<file path="config.mk">
export PLATFORM = sky130hd
export DESIGN_NAME = crc_stream
export DESIGN_NICKNAME = d
export VERILOG_FILES = /design/src/rtl/crc_stream.sv
export SDC_FILE = /design/constraint.sdc
export NUM_CORES = 1
export LEC_CHECK = 0
export CAP_MARGIN = 5
export CELL_PAD_IN_SITES_DETAIL_PLACEMENT = 1
export CELL_PAD_IN_SITES_GLOBAL_PLACEMENT = 2
export CORE_UTILIZATION = 32
export CTS_CLUSTER_DIAMETER = 200
export DETAILED_ROUTE_END_ITERATION = 8
export PLACE_DENSITY_LB_ADDON = 0.1
export SETUP_SLACK_MARGIN = 0.1
export SLEW_MARGIN = 0
export SYNTH_ARGS = -nofsm -noshare
export SYNTH_HDL_FRONTEND = slang
export SYNTH_SLANG_ARGS = --single-unit
</file>
<file path="constraint.sdc">
create_clock -name clk -period 2 [get_ports clk]
set_input_delay 0.4 -clock clk [delete_from_list [all_inputs] [get_ports clk]]
set_output_delay 0.4 -clock clk [all_outputs]
set_load 0.005 [all_outputs]
</file>
<file path="src/rtl/crc_stream.sv">
// Streaming CRC engine: accepts one DATA_W word per N+1 cycles and chains
// BPC unaugmented LFSR steps per clock. Frames span many words and are
// delimited by in_first/in_last; the finished CRC is published with a
// one-cycle crc_valid strobe.
//
// state | meaning
// ------+---------------------------------------------------------------
// IDLE  | waiting for a word, in_ready=1
// BUSY  | shifting the captured word through the LFSR, N = DATA_W/BPC edges
module crc_stream #(
  parameter int              DATA_W  = 32,
  parameter int              CRC_W   = 32,
  parameter logic [CRC_W-1:0] POLY    = 32'h04C11DB7,
  parameter logic [CRC_W-1:0] INIT    = 32'hFFFFFFFF,
  parameter logic [CRC_W-1:0] XOR_OUT = 32'hFFFFFFFF,
  parameter bit              REFIN   = 1'b1,
  parameter bit              REFOUT  = 1'b1,
  parameter int              BPC     = 1
) (
  input  logic              clk,
  input  logic              rst,
  input  logic              clr,
  input  logic              in_valid,
  output logic              in_ready,
  input  logic [DATA_W-1:0] in_data,
  input  logic              in_first,
  input  logic              in_last,
  output logic [CRC_W-1:0]  crc,
  output logic              crc_valid,
  output logic              busy
);

  localparam int N     = (BPC == 0) ? 1 : DATA_W / BPC;
  localparam int CNT_W = (N > 1) ? $clog2(N) : 1;

  if (BPC == 0 || BPC > DATA_W || (DATA_W % BPC) != 0 || CRC_W < 8 || CRC_W > 64)
  begin : g_param_check
    $fatal(1, "crc_stream: illegal DATA_W/BPC/CRC_W combination");
  end

  typedef enum logic [0:0] {
    IDLE = 1'b0,
    BUSY = 1'b1
  } state_t;

  state_t             state_q, state_d;
  logic [CRC_W-1:0]   lfsr_q, lfsr_d;
  logic [CRC_W-1:0]   crc_q, crc_d;
  logic               crc_valid_q, crc_valid_d;
  logic [DATA_W-1:0]  sreg_q, sreg_d;
  logic               last_q, last_d;
  logic [CNT_W-1:0]   cnt_q, cnt_d;

  logic [CRC_W-1:0]   lfsr_next;
  logic [DATA_W-1:0]  sreg_next;
  logic [CRC_W-1:0]   lfsr_rev;

  // BPC chained LFSR steps; bits leave the shift register LSB or MSB first
  always_comb begin : p_step
    logic b;
    logic fb;
    lfsr_next = lfsr_q;
    sreg_next = sreg_q;
    for (int i = 0; i < BPC; i++) begin
      if (REFIN) begin
        b         = sreg_next[0];
        sreg_next = sreg_next >> 1;
      end else begin
        b         = sreg_next[DATA_W-1];
        sreg_next = sreg_next << 1;
      end
      fb        = lfsr_next[CRC_W-1] ^ b;
      lfsr_next = {lfsr_next[CRC_W-2:0], 1'b0} ^ (fb ? POLY : '0);
    end
  end

  // Bit-reversed view of the final register value for REFOUT
  always_comb begin
    lfsr_rev = '0;
    for (int i = 0; i < CRC_W; i++) begin
      lfsr_rev[i] = lfsr_next[CRC_W-1-i];
    end
  end

  // Next-state, datapath updates and result publication; clr overrides all
  always_comb begin
    state_d     = state_q;
    lfsr_d      = lfsr_q;
    crc_d       = crc_q;
    crc_valid_d = 1'b0;
    sreg_d      = sreg_q;
    last_d      = last_q;
    cnt_d       = cnt_q;
    if (clr) begin
      state_d = IDLE;
      lfsr_d  = INIT;
    end else begin
      case (state_q)
        IDLE: begin
          if (in_valid) begin
            state_d = BUSY;
            sreg_d  = in_data;
            last_d  = in_last;
            cnt_d   = CNT_W'(N - 1);
            if (in_first) begin
              lfsr_d = INIT;
            end
          end
        end
        BUSY: begin
          sreg_d = sreg_next;
          lfsr_d = lfsr_next;
          if (cnt_q == '0) begin
            state_d = IDLE;
            if (last_q) begin
              crc_d       = (REFOUT ? lfsr_rev : lfsr_next) ^ XOR_OUT;
              crc_valid_d = 1'b1;
              lfsr_d      = INIT;
            end
          end else begin
            cnt_d = cnt_q - 1'b1;
          end
        end
        default: state_d = IDLE;
      endcase
    end
  end

  // State and datapath registers
  always_ff @(posedge clk or negedge rst) begin
    if (!rst) begin
      state_q     <= IDLE;
      lfsr_q      <= INIT;
      crc_q       <= '0;
      crc_valid_q <= 1'b0;
      sreg_q      <= '0;
      last_q      <= 1'b0;
      cnt_q       <= '0;
    end else begin
      state_q     <= state_d;
      lfsr_q      <= lfsr_d;
      crc_q       <= crc_d;
      crc_valid_q <= crc_valid_d;
      sreg_q      <= sreg_d;
      last_q      <= last_d;
      cnt_q       <= cnt_d;
    end
  end

  assign in_ready  = (state_q == IDLE) && !clr;
  assign busy      = (state_q == BUSY);
  assign crc       = crc_q;
  assign crc_valid = crc_valid_q;

endmodule

</file>
; ---- Word-level counts from Yosys, hierarchy flattened
; Index checks and enable logic that the tools add are counted.
[classes]
n_addsub = 1
n_eq_ne = 4
n_mux = 20
bitwise = 5
n_reduce_logical = 8
[op_table]
columns = cell, count
row1 = two-way mux 32 bit, 6
row2 = case mux 32 bit (2 select lines), 2
row3 = inverter 32 bit, 1
row4 = bitwise XOR 32 x 27 -> 32 bit, 1
row5 = two-way mux 27 bit, 1
row6 = two-way mux 5 bit, 2
row7 = case mux 5 bit (2 select lines), 1
row8 = two-way mux 1 bit, 7
row9 = "inequality test 3 bit, second input constant", 2
row10 = AND reduction 3 bit, 2
row11 = zero test 5 bit, 1
row12 = "subtractor 5 x 1 -> 5 bit, second input constant", 1
row13 = "inequality test 2 bit, second input constant", 2
row14 = AND reduction 2 bit, 2
row15 = AND reduction 4 bit, 1
row16 = inverter 1 bit, 2
row17 = case mux 1 bit (2 select lines), 1
row18 = logical AND 1 bit, 1
row19 = zero test 1 bit, 1
row20 = bitwise XOR 1 bit, 1
[word_totals]
regBits = 104
input_bits = 38
output_inout_bits = 35
wordCells = 45

; ---- Longest topological paths before layout
; Gate-level depths: netlist of the first run.
[logic_depth]
word_depth = 7
depth_mapped = 7
mapped_depth_nobuf = 5

; ---- Least setup slack after synthesis of the first run
; OpenSTA, ideal clock, no wires.
[synth_path]
path_kind = register to register
start = register cnt_q[0]
end = register crc_q[20], in the netlist crc[20]
setup_ns = 0.125
arrival_time_ns = 1.760
t_required_ns = 1.875
setup_slack_ns = 0.115
path_stages_with_launch = 8
path_buffers = 2
period_less_slack_ns = 1.885
cell_sequence = dfrtp_1 -> inv_1 -> ha_1 -> or4b_1 -> buf_6 -> nor2_8 -> buf_12 -> mux2_4
[synth_via]
elab_chain_cells = 2
[synth_lines]
columns = item, line_no
row1 = from (decl), 52  ; logic [CNT_W-1:0] cnt_q, cnt_d;
row2 = from (signal assigned), 146  ; cnt_q <= cnt_d;
row3 = zero test 5 bit, 113  ; if (cnt_q == '0) begin
row4 = AND reduction 4 bit (no source line), -
row5 = to (signal assigned), 142  ; crc_q <= crc_d;
row6 = to (decl), 48  ; logic [CRC_W-1:0] crc_q, crc_d;
; No other way between the ends.
; A chain may end at the register's enable or synchronous reset.

; ---- Final worst setup path of the first run
[layout_path]
start = register cnt_q[1]
end = register crc_q[19], in the netlist crc[19]
; Same word-level chain as after synthesis.

==> results of run 1 <==
## state kept, by name, indices dropped and copies added, names as in the netlist
signal,cells
crc,32
lfsr_q,32
sreg_q,32
cnt_q,5
busy,1
crc_valid,1
last_q,1
## cells by family (layout without fill, tap and decap cells)
kind of cell | Yosys count | in the layout | share of synthesized area (%)
xor+xnor | 14 | 14 | 2.93
compound gates | 117 | 117 | 16.5
buf+inv | 30 | 113 | 3.53
simple gates | 57 | 57 | 5.81
fa+ha+maj | 1 | 1 | 0.282
flops | 104 | 104 | 59.6
mux | 45 | 45 | 11.3
## placed cells by master (no fill, tap or decap), drive strengths merged
cell type | Yosys | final
nor3 | 1 | 1
a211oi | 2 | 2
nor2b | 1 | 1
nor4b | 1 | 1
dfrtp | 72 | 72
a21oi | 16 | 16
xor2 | 1 | 1
ha | 1 | 1
o311ai | 1 | 1
nor2 | 16 | 16
a31oi | 1 | 1
dfstp | 32 | 32
o21ai | 53 | 53
or4b | 1 | 1
nand2b | 1 | 1
nor3b | 1 | 1
bufinv | 0 | 1
xnor2 | 13 | 13
buf | 12 | 22
mux2i | 31 | 31
a21o | 1 | 1
nand3b | 1 | 1
clkinv | 0 | 2
clkinvlp | 0 | 1
mux2 | 14 | 14
clkdlybuf4s50 | 0 | 70
o21bai | 2 | 2
a22o | 1 | 1
clkbuf | 15 | 11
dlymetal6s2s | 0 | 1
and3 | 1 | 1
o41ai | 1 | 1
nand2 | 33 | 33
inv | 3 | 5
o31ai | 19 | 19
o22a | 19 | 19
a211o | 1 | 1
## synthesized netlist by cell type
library cell and count:
a211o_1 1, a211oi_1 2, a21o_1 1, a21oi_1 16
a22o_1 1, a31oi_1 1, and3_1 1, buf_12 1
buf_2 7, buf_4 3, buf_6 1, clkbuf_1 15
dfrtp_1 72, dfstp_2 32, ha_1 1, inv_1 3
mux2_2 5, mux2_4 9, mux2i_1 31, nand2_1 33
nand2b_1 1, nand3b_1 1, nor2_1 15, nor2_8 1
nor2b_1 1, nor3_1 1, nor3b_1 1, nor4b_1 1
o21ai_0 53, o21bai_1 2, o22a_1 19, o311ai_0 1
o31ai_1 19, o41ai_1 1, or4b_1 1, xnor2_1 13
xor2_2 1
## how the worst max path moves through the flow
stage                               from  slack, ns             endpoint
floorplan           cnt_q[0]$_DFFE_PN0P_       0.11  crc[20]$_DFFE_PN0P_
global placement                     clr      0.007  crc[19]$_DFFE_PN0P_
detailed placement                   clr      -0.02  crc[15]$_DFFE_PN0P_
CTS                 cnt_q[1]$_DFFE_PN0P_       0.06   crc[9]$_DFFE_PN0P_
global route        cnt_q[1]$_DFFE_PN0P_       0.07  crc[19]$_DFFE_PN0P_
finish              cnt_q[1]$_DFFE_PN0P_       0.11  crc[19]$_DFFE_PN0P_
## critical path, cell delays in order, from the launching register on
cell and delay (ns):
dfrtp_1 0.40, inv_1 0.07, ha_2 0.17, or4b_4 0.51, nor2_8 0.15, buf_12 0.15, mux2_2 0.33
## per-layer routing
layer	track usage (%)	vias to the layer above	wire (um)
met5	0	-	0
met4	4.69	0	92
met3	5.09	8	506
met2	25.5	53	4940
met1	17.1	1500	4160
li1	-	1470	-
## power by group
group / internal (mW) / total [mW] / switching [mW]
sequential: 2.33 / 2.46 / 0.129
combinational: 0.359 / 0.731 / 0.373
clock: 0.989 / 1.80 / 0.807
total: 3.68 / 4.99 / 1.31
## through the flow
stage,total power [mW],hold slack [ns],setup slack [ns]
floorplan,2.91,0.104,0.115
global placement,3.22,0.423,0.00744
detailed placement,3.24,0.416,-0.0174
CTS,5.09,0.0341,0.0592
global route,5.27,0.0440,0.0697
finish,4.99,0.0155,0.107
## timing repair
action	CTS	global route
setup buffers	1	1
cloned	0	1
pin swaps	1	2
endpoints found under the setup margin	36	22
resized for setup	3	5
## final cells by class
class | count | area (um2)
repair buffers | 94 | 1010
flip-flops and latches | 104 | 2640
clock inverters | 6 | 75.1
well taps | 176 | 220
inverters | 3 | 11.3
fillers | 1443 | 7550
multi-input cells | 234 | 1660
clock buffers | 10 | 229
==> flow_summary.toml, run 1 <==
[placement]
gp_congestion = 0.682
port_buffers = 72
placed_cells = 608
hpwl_um = 6440
dpl-instance-area_mm2 = 0.00548

[detailed_routing]
wl_per_cell_um = 15.5
drc = 0
viasPerCell = 4.83
via_count = 3031
first_pass_iters = 4
drt_iter0_markers = 97
postRouteAntennaNets = 0
wirelength_um = 9710

[cells_and_area]
fin_cells = 627
final_cell_area_mm2 = 0.00585
drive_above_1_share_pct = 20.2
final_net_count = 485
fin_util_pct = 43.6
n_antenna_cell = 0
area_growth_pct = 31.8

[global_routing]
grt_pass1_wl_um = 16500
first_global_vias = 3264
grt_max_degree = 42
grtUsageTotal_pct = 14.8
overflow = 0
antenna_found_initial = 0

[synthesis]
synth_seq_cells = 104
avgSynthCellArea_um2 = 12.0
ys_top_cells_by_area = "dfrtp_1, dfstp_2, mux2i_1"
synth_fp_nets = 407
synth_largest_area_cell = "dfrtp_1"
syn_area_mm2 = 0.00443
synth_top_area_share_pct = 40.6
yosysSeqAreaShare_pct = 59.6
synth_cell_type_count = 37
syn_inst = 368
yosysWarningCount = 0

[floorplanning]
initial_core_util_pct = 33.1
die_h_um = 120
die_area_mm2 = 0.0143
coreArea_mm2 = 0.0134
pin_count = 73
rows = 42
die_w_um = 120

[clock_network]
h-tree-depth = 3
cts_tree = "built"
cts_buffer_depth = 2
cts_root_buf = "clkbuf_16"
numCtsBuffers = 9
clkTransAtPathRegs_ns = 0.07
clock_sinks = 104
insertion_delay_ns = 0.35
ctsHoldBuffers = 0

[sta]
rsz0062_at_grt = "true"
fin_tns_setup_ns = 0
clock_skew_ns = 0.0104
max_freq_ghz = 0.528
max_slew_margin_pct = 65.0
hold_viol = 0
slew_viol_final = 0
min_period_ns = 1.89
tightest_slew_ns = 0.525
finalCritPeriodShare_pct = 94.7
setup_viol = 0

[setup_path]
crit_arrival_ns = 2.13
crit_path_start_kind = "register"
critPathMaxFanout = 7
rr_startpoint = "cnt_q[1]$_DFFE_PN0P_"
reg2reg_to = "crc[19]$_DFFE_PN0P_"
worst_ep_required_time_ns = 2.24
rr_worst_depth = 6
rrSetupSlack_ns = 0.11
end_kind = "register"
path_class = "reg -> reg"

[hold_path]
holdCritPathClass = "in -> async"

[status]
status = "finished clean"

[power_and_ir_drop]
ir_drop_mv = 0.445
p_leak_nw = 2.40
power_density_mw_per_mm2 = 853

[run]
maxCapViolCount = 0
Note: power is estimated with default switching activity, not from simulation.
==> run 2: changes to the inputs <==
--- a/config.mk
+++ b/config.mk
@@ -5,15 +5,16 @@
 export SDC_FILE = /design/constraint.sdc
 export NUM_CORES = 1
 export LEC_CHECK = 0
+export ABC_AREA = 1
 export CAP_MARGIN = 5
 export CELL_PAD_IN_SITES_DETAIL_PLACEMENT = 1
 export CELL_PAD_IN_SITES_GLOBAL_PLACEMENT = 2
-export CORE_UTILIZATION = 32
+export CORE_UTILIZATION = 29
 export CTS_CLUSTER_DIAMETER = 200
 export DETAILED_ROUTE_END_ITERATION = 8
 export PLACE_DENSITY_LB_ADDON = 0.1
 export SETUP_SLACK_MARGIN = 0.1
-export SLEW_MARGIN = 0
+export SLEW_MARGIN = 20
 export SYNTH_ARGS = -nofsm -noshare
 export SYNTH_HDL_FRONTEND = slang
 export SYNTH_SLANG_ARGS = --single-unit
==> flow_summary.toml, run 2 <==
[sta]
max_freq_ghz = 0.560
holdWs_ns = 0.0205
hold_viol = 0
clock_skew_ns = 0.00604
tightest_slew_ns = 0.590
fin_ws_ns = 0.214
setup_viol = 0
min_period_ns = 1.79
slew_viol_final = 0
rsz0062_at_grt = "false"
finalCritPeriodShare_pct = 89.3
max_slew_margin_pct = 60.6

[synthesis]
netlist_top_cells_count = "nand2_1, nor2_1, dfrtp_1, nand3_1, inv_1"
synth_fp_nets = 673
yosysMostFrequentCell = "nand2_1"
synth-edff-count = 0
syn_inst = 634
ys_top_cells_by_area = "dfrtp_1, dfstp_2, nand2_1"
synth_largest_area_cell = "dfrtp_1"
async_reset_ff_share_pct = 100
synth_seq_cells = 104
yosysSeqAreaShare_pct = 52.7
avgSynthCellArea_um2 = 7.90
synth_cell_type_count = 23
synth_top_area_share_pct = 36.0
synth_ff_type = "dfrtp_1"
yosysWarningCount = 0
syn_area_mm2 = 0.00501

[floorplanning]
die_w_um = 133
rows = 47
die_area_mm2 = 0.0178
initial_core_util_pct = 30.0
coreArea_mm2 = 0.0167
pin_count = 73
die_h_um = 133

[placement]
hpwl_um = 9190
port_buffers = 72
preCtsSetupSlack_ns = -0.0397
gp_congestion = 0.726

[setup_path]
crit_path_start_kind = "register"
worst_ep_required_time_ns = 1.60
crit_path_cell_trace = "clkdlybuf4s50_1"
crit_arrival_ns = 1.39
cp_slowest_stage_delay_ns = 0.56
end_kind = "output pin"
slowest_stage = "clkdlybuf4s50_1"
critical_path.top_delay_family = "buffers and inverters"
cp_num_buf_inv = 1
critPathMaxFanout = 8
path_class = "reg -> out"
rrSetupSlack_ns = 0.33

[cells_and_area]
final_cell_mix = "nand2_1, nor2_1, dfrtp_1"
n_antenna_cell = 0
drive_above_1_share_pct = 11.4
area_growth_pct = 25.7
final_net_count = 736
final_common_cell = "nand2_1"

[global_routing]
grt_pass1_wl_um = 22700
grtUsageTotal_pct = 16.3
grt_max_degree = 48
first_global_vias = 4510
overflow = 0
antenna_found_initial = 0

[power_and_ir_drop]
power_density_mw_per_mm2 = 815
p_leak_nw = 3.10
ir_drop_mv = 0.403

[detailed_routing]
viasPerCell = 4.63
drc = 0
via_count = 4267
postRouteAntennaNets = 0
wirelength_um = 13400
drt_iter0_markers = 132
wl_per_cell_um = 14.5
first_pass_iters = 4

[clock_network]
numCtsBuffers = 9
cts_tree = "built"
h-tree-depth = 3
cts_buffer_depth = 2
ctsHoldBuffers = 0
insertion_delay_ns = 0.35
clkTransAtPathRegs_ns = 0.07
clock_sinks = 104
postCtsSetupBuffers = 0
cts_root_buf = "clkbuf_16"

[run]
maxCapViolCount = 0

[hold_path]
holdCritPathClass = "in -> async"

[status]
status = "finished clean"
-- run 2: worst paths after layout --
| path | depth (start not counted) | startpoint | endpoint |
|---|---|---|---|
| max | 1 | busy$_DFF_PN0_ | busy |
| min | 1 | rst | crc[17]$_DFFE_PN0P_ |
| max reg2reg | 6 | lfsr_q[31]$_DFFE_PN1P_ | crc[21]$_DFFE_PN0P_ |
| min reg2reg | 2 | cnt_q[0]$_DFFE_PN0P_ | cnt_q[0]$_DFFE_PN0P_ |
| max in group asynchronous | 2 | rst | lfsr_q[24]$_DFFE_PN1P_ |
| min in group clk | 2 | cnt_q[0]$_DFFE_PN0P_ | cnt_q[0]$_DFFE_PN0P_ |
-- run 2: power breakdown --
part | total [mW] | switching (mW) | internal, mW
Sequential | 2.49 | 0.146 | 2.34
Combinational | 0.977 | 0.584 | 0.393
Clock | 1.67 | 0.785 | 0.882
-- run 2: cells by family after synthesis --
| kind of cell | Yosys count | share of synthesized area [%] |
|---|---|---|
| and+or+nand+nor | 344 | 29.0 |
| DFF | 104 | 52.7 |
| adders and majority gates | 1 | 0.250 |
| buffers and inverters | 99 | 8.54 |
| AOI/OAI and AO/OA | 86 | 9.46 |
-- run 2: what timing repair did --
| item | CTS | global route |
|---|---|---|
| setup endpoints to repair | 2 | 0 |
| gates resized for setup | 2 | 0 |
| hold endpoints to repair | 0 | 0 |
-- run 2: worst reg2reg max path, stage by stage, from the launching register on --
cell and delay (ns):
dfstp_2 0.54, inv_1 0.07, nand2_1 0.41, nand3_1 0.18, and2_1 0.25, nand2_1 0.08, nand2_1 0.04
-- run 2: area by class of cell --
class | instances | area [um2]
clock buffers | 14 | 254
clock inverters | 2 | 15.0
fillers | 1990 | 10400
inverters | 61 | 229
multi-input cells | 431 | 1940
flip-flops and latches | 104 | 2640
well taps | 220 | 275
repair buffers | 90 | 940
-- run 2: metal layers --
metal  vias up  share of wire [%]  wire, um  track usage, %
met1      2063                 48      6400            20.3
met3        11                3.1       411            3.20
li1       2131                  -         -               -
met5         -                  0         0               0
met4         0                1.2       155            4.61
met2        62                 48      6400            28.5
-- run 2: through the flow --
step | cell area [um2] | util (%) | std cells | setup TNS, ns | power [mW]
2_1_floorplan | 5010 | - | 634 | 0 | 3.13
3_3_place_gp | 6030 | 36.1 | 906 | 0 | 3.50
3_5_place_dp | 6030 | 36.1 | 906 | -0.196 | 3.53
4_1_cts | 6300 | 37.7 | 922 | 0 | 5.25
5_1_grt | 6300 | 37.7 | 922 | 0 | 5.45
6_report | 6300 | 37.7 | 922 | 0 | 5.13
==> RTL change (config.mk and constraints of run 2) <==
Set the parameter `CRC_W` to 48 (it was 32).
--- a/src/rtl/crc_stream.sv
+++ b/src/rtl/crc_stream.sv
@@ -10,5 +10,5 @@
 module crc_stream #(
   parameter int              DATA_W  = 32,
-  parameter int              CRC_W   = 32,
+  parameter int              CRC_W   = 48,
   parameter logic [CRC_W-1:0] POLY    = 32'h04C11DB7,
   parameter logic [CRC_W-1:0] INIT    = 32'hFFFFFFFF,
Interface: changed (resized crc); port bits go from 73 to 89. No check against the original RTL was run, so the function may have changed too.
==> RTL change against run 2 <==
Setup slack lost 0.017 ns. Power up 42%. Sequential cell count increased by 32. Maximum frequency shrank 0.94%. Synthesized cell count rose by 19%. Routed wire length grew 26%. Final cell count grew 22%. Synthesized area grew 23%. Die area is 23% higher. Design area rose by 28%.
==> RTL change: results (changes against run 2) <==
* Run status: finished clean
* Mapped Area at 0.00617 mm² (+23%)
* Global-route wire length before repair at 28.8 mm (+26%)
* CLK BUF at 18 (+4)
* Worst skew pair latency at 0.42 ns (+0.07 ns)
* Fin cells at 1121 (+22%)
* Pleak at 0.00393 µW (+27%)
* Layout fillers at 2503 (+26%)
* Nets at 872 (+18%)
* # H-tree levels at 4 (+1)
* CTS resizes at 5 (+3)
* Non-Clock Buffer Count at 110 (+22%)
* Comb_multi_in at 496 (+15%)
* Largest net degree at the start of global routing at 63 (+31%)
* Post-placement setup slack at -0.112 ns (-0.0727 ns)
* Maximum vdd drop at 0.602 mV (+49%)
* Routed vias at 5208 (+22%)
* Design Area, Final at 0.00804 mm² (+28%)
* WL final at 16.8 mm (+26%)
* PortBufs at 88 (+22%)
* Clock Sinks at 136 (+31%)
* Cell-internal power at 5330 µW (+47%)
* Hpwl dp at 11.1 mm (+21%)
* CP max-delay cell: clkdlybuf4s50_1
* CP max stage delay at 0.49 ns (-0.07 ns)
* Normalized max-slew margin at 57.0% (-3.6 points)
* Comb group at 918 µW (-6.0%)
* Register area share after synthesis at 55.8% (+3.1 points)
* Vias in the first global route at 5636 (+25%)
* Syn nets at 791 (+18%)
* Area contributors post-synth: dfrtp_1 (42%), dfstp_2 (14%), nand2_1 (13%), nand3_1 (5.3%), nor2_1 (4.9%)
* Non-clk buf share at 14.4% (-0.50 points)
* Initial detailed-routing violation count at 175 (+33%)
* GP Congestion at 0.690 (-5.0%)
* CTS Hold Bufs at 1 (+1)
* Final clock skew at 0.00828 ns (+0.00224 ns)
* TritonCTS buffer count at 17 (+8)
* Post-synthesis cell type count at 24 (+4.3%)
* Clk power at 3240 µW (+94%)
* Crit Path Max Fanout at 3 (-5)
* Inverters at 72 (+18%)
* GRT Util Overall at 16.7% (+0.45 points)
* Syn avg cell area at 8.21 µm² (+3.8%)
* Total power at 7270 µW (+42%)
* Layout cells sized above 1 at 11.2% (-0.17 points)
[RTL change: worst paths after layout]
| path | end | slack (ns) | cells past startpoint | startpoint |
|---|---|---|---|---|
| worst max-delay path | in_ready | 0.20 | 3 | clr |
| worst min-delay path | crc[12] | 0.46 | 2 | rst |
| worst max register to register | crc[23] | 0.33 | 6 | cnt_q[0] |
| worst min register to register | sreg_q[31] | 0.48 | 2 | sreg_q[31] |
| max in group asynchronous | sreg_q[0] | 0.84 | 3 | rst |
| min in group clk | sreg_q[31] | 0.48 | 2 | sreg_q[31] |
[RTL change: per-layer routing]
metal	track usage [%]	wire (µm)
met1	21.7	7960
met2	28.1	8170
met3	3.18	469
met4	5.36	195
met5	0	0
[RTL change: kinds of logic after synthesis]
logic type | synth area share (%)
adder cells (fa/ha/maj) | 0.203
AND/OR/NAND/NOR | 25.3
buffers and inverters | 8.35
AO/OA/AOI/OAI | 10.4
flip-flops | 55.8
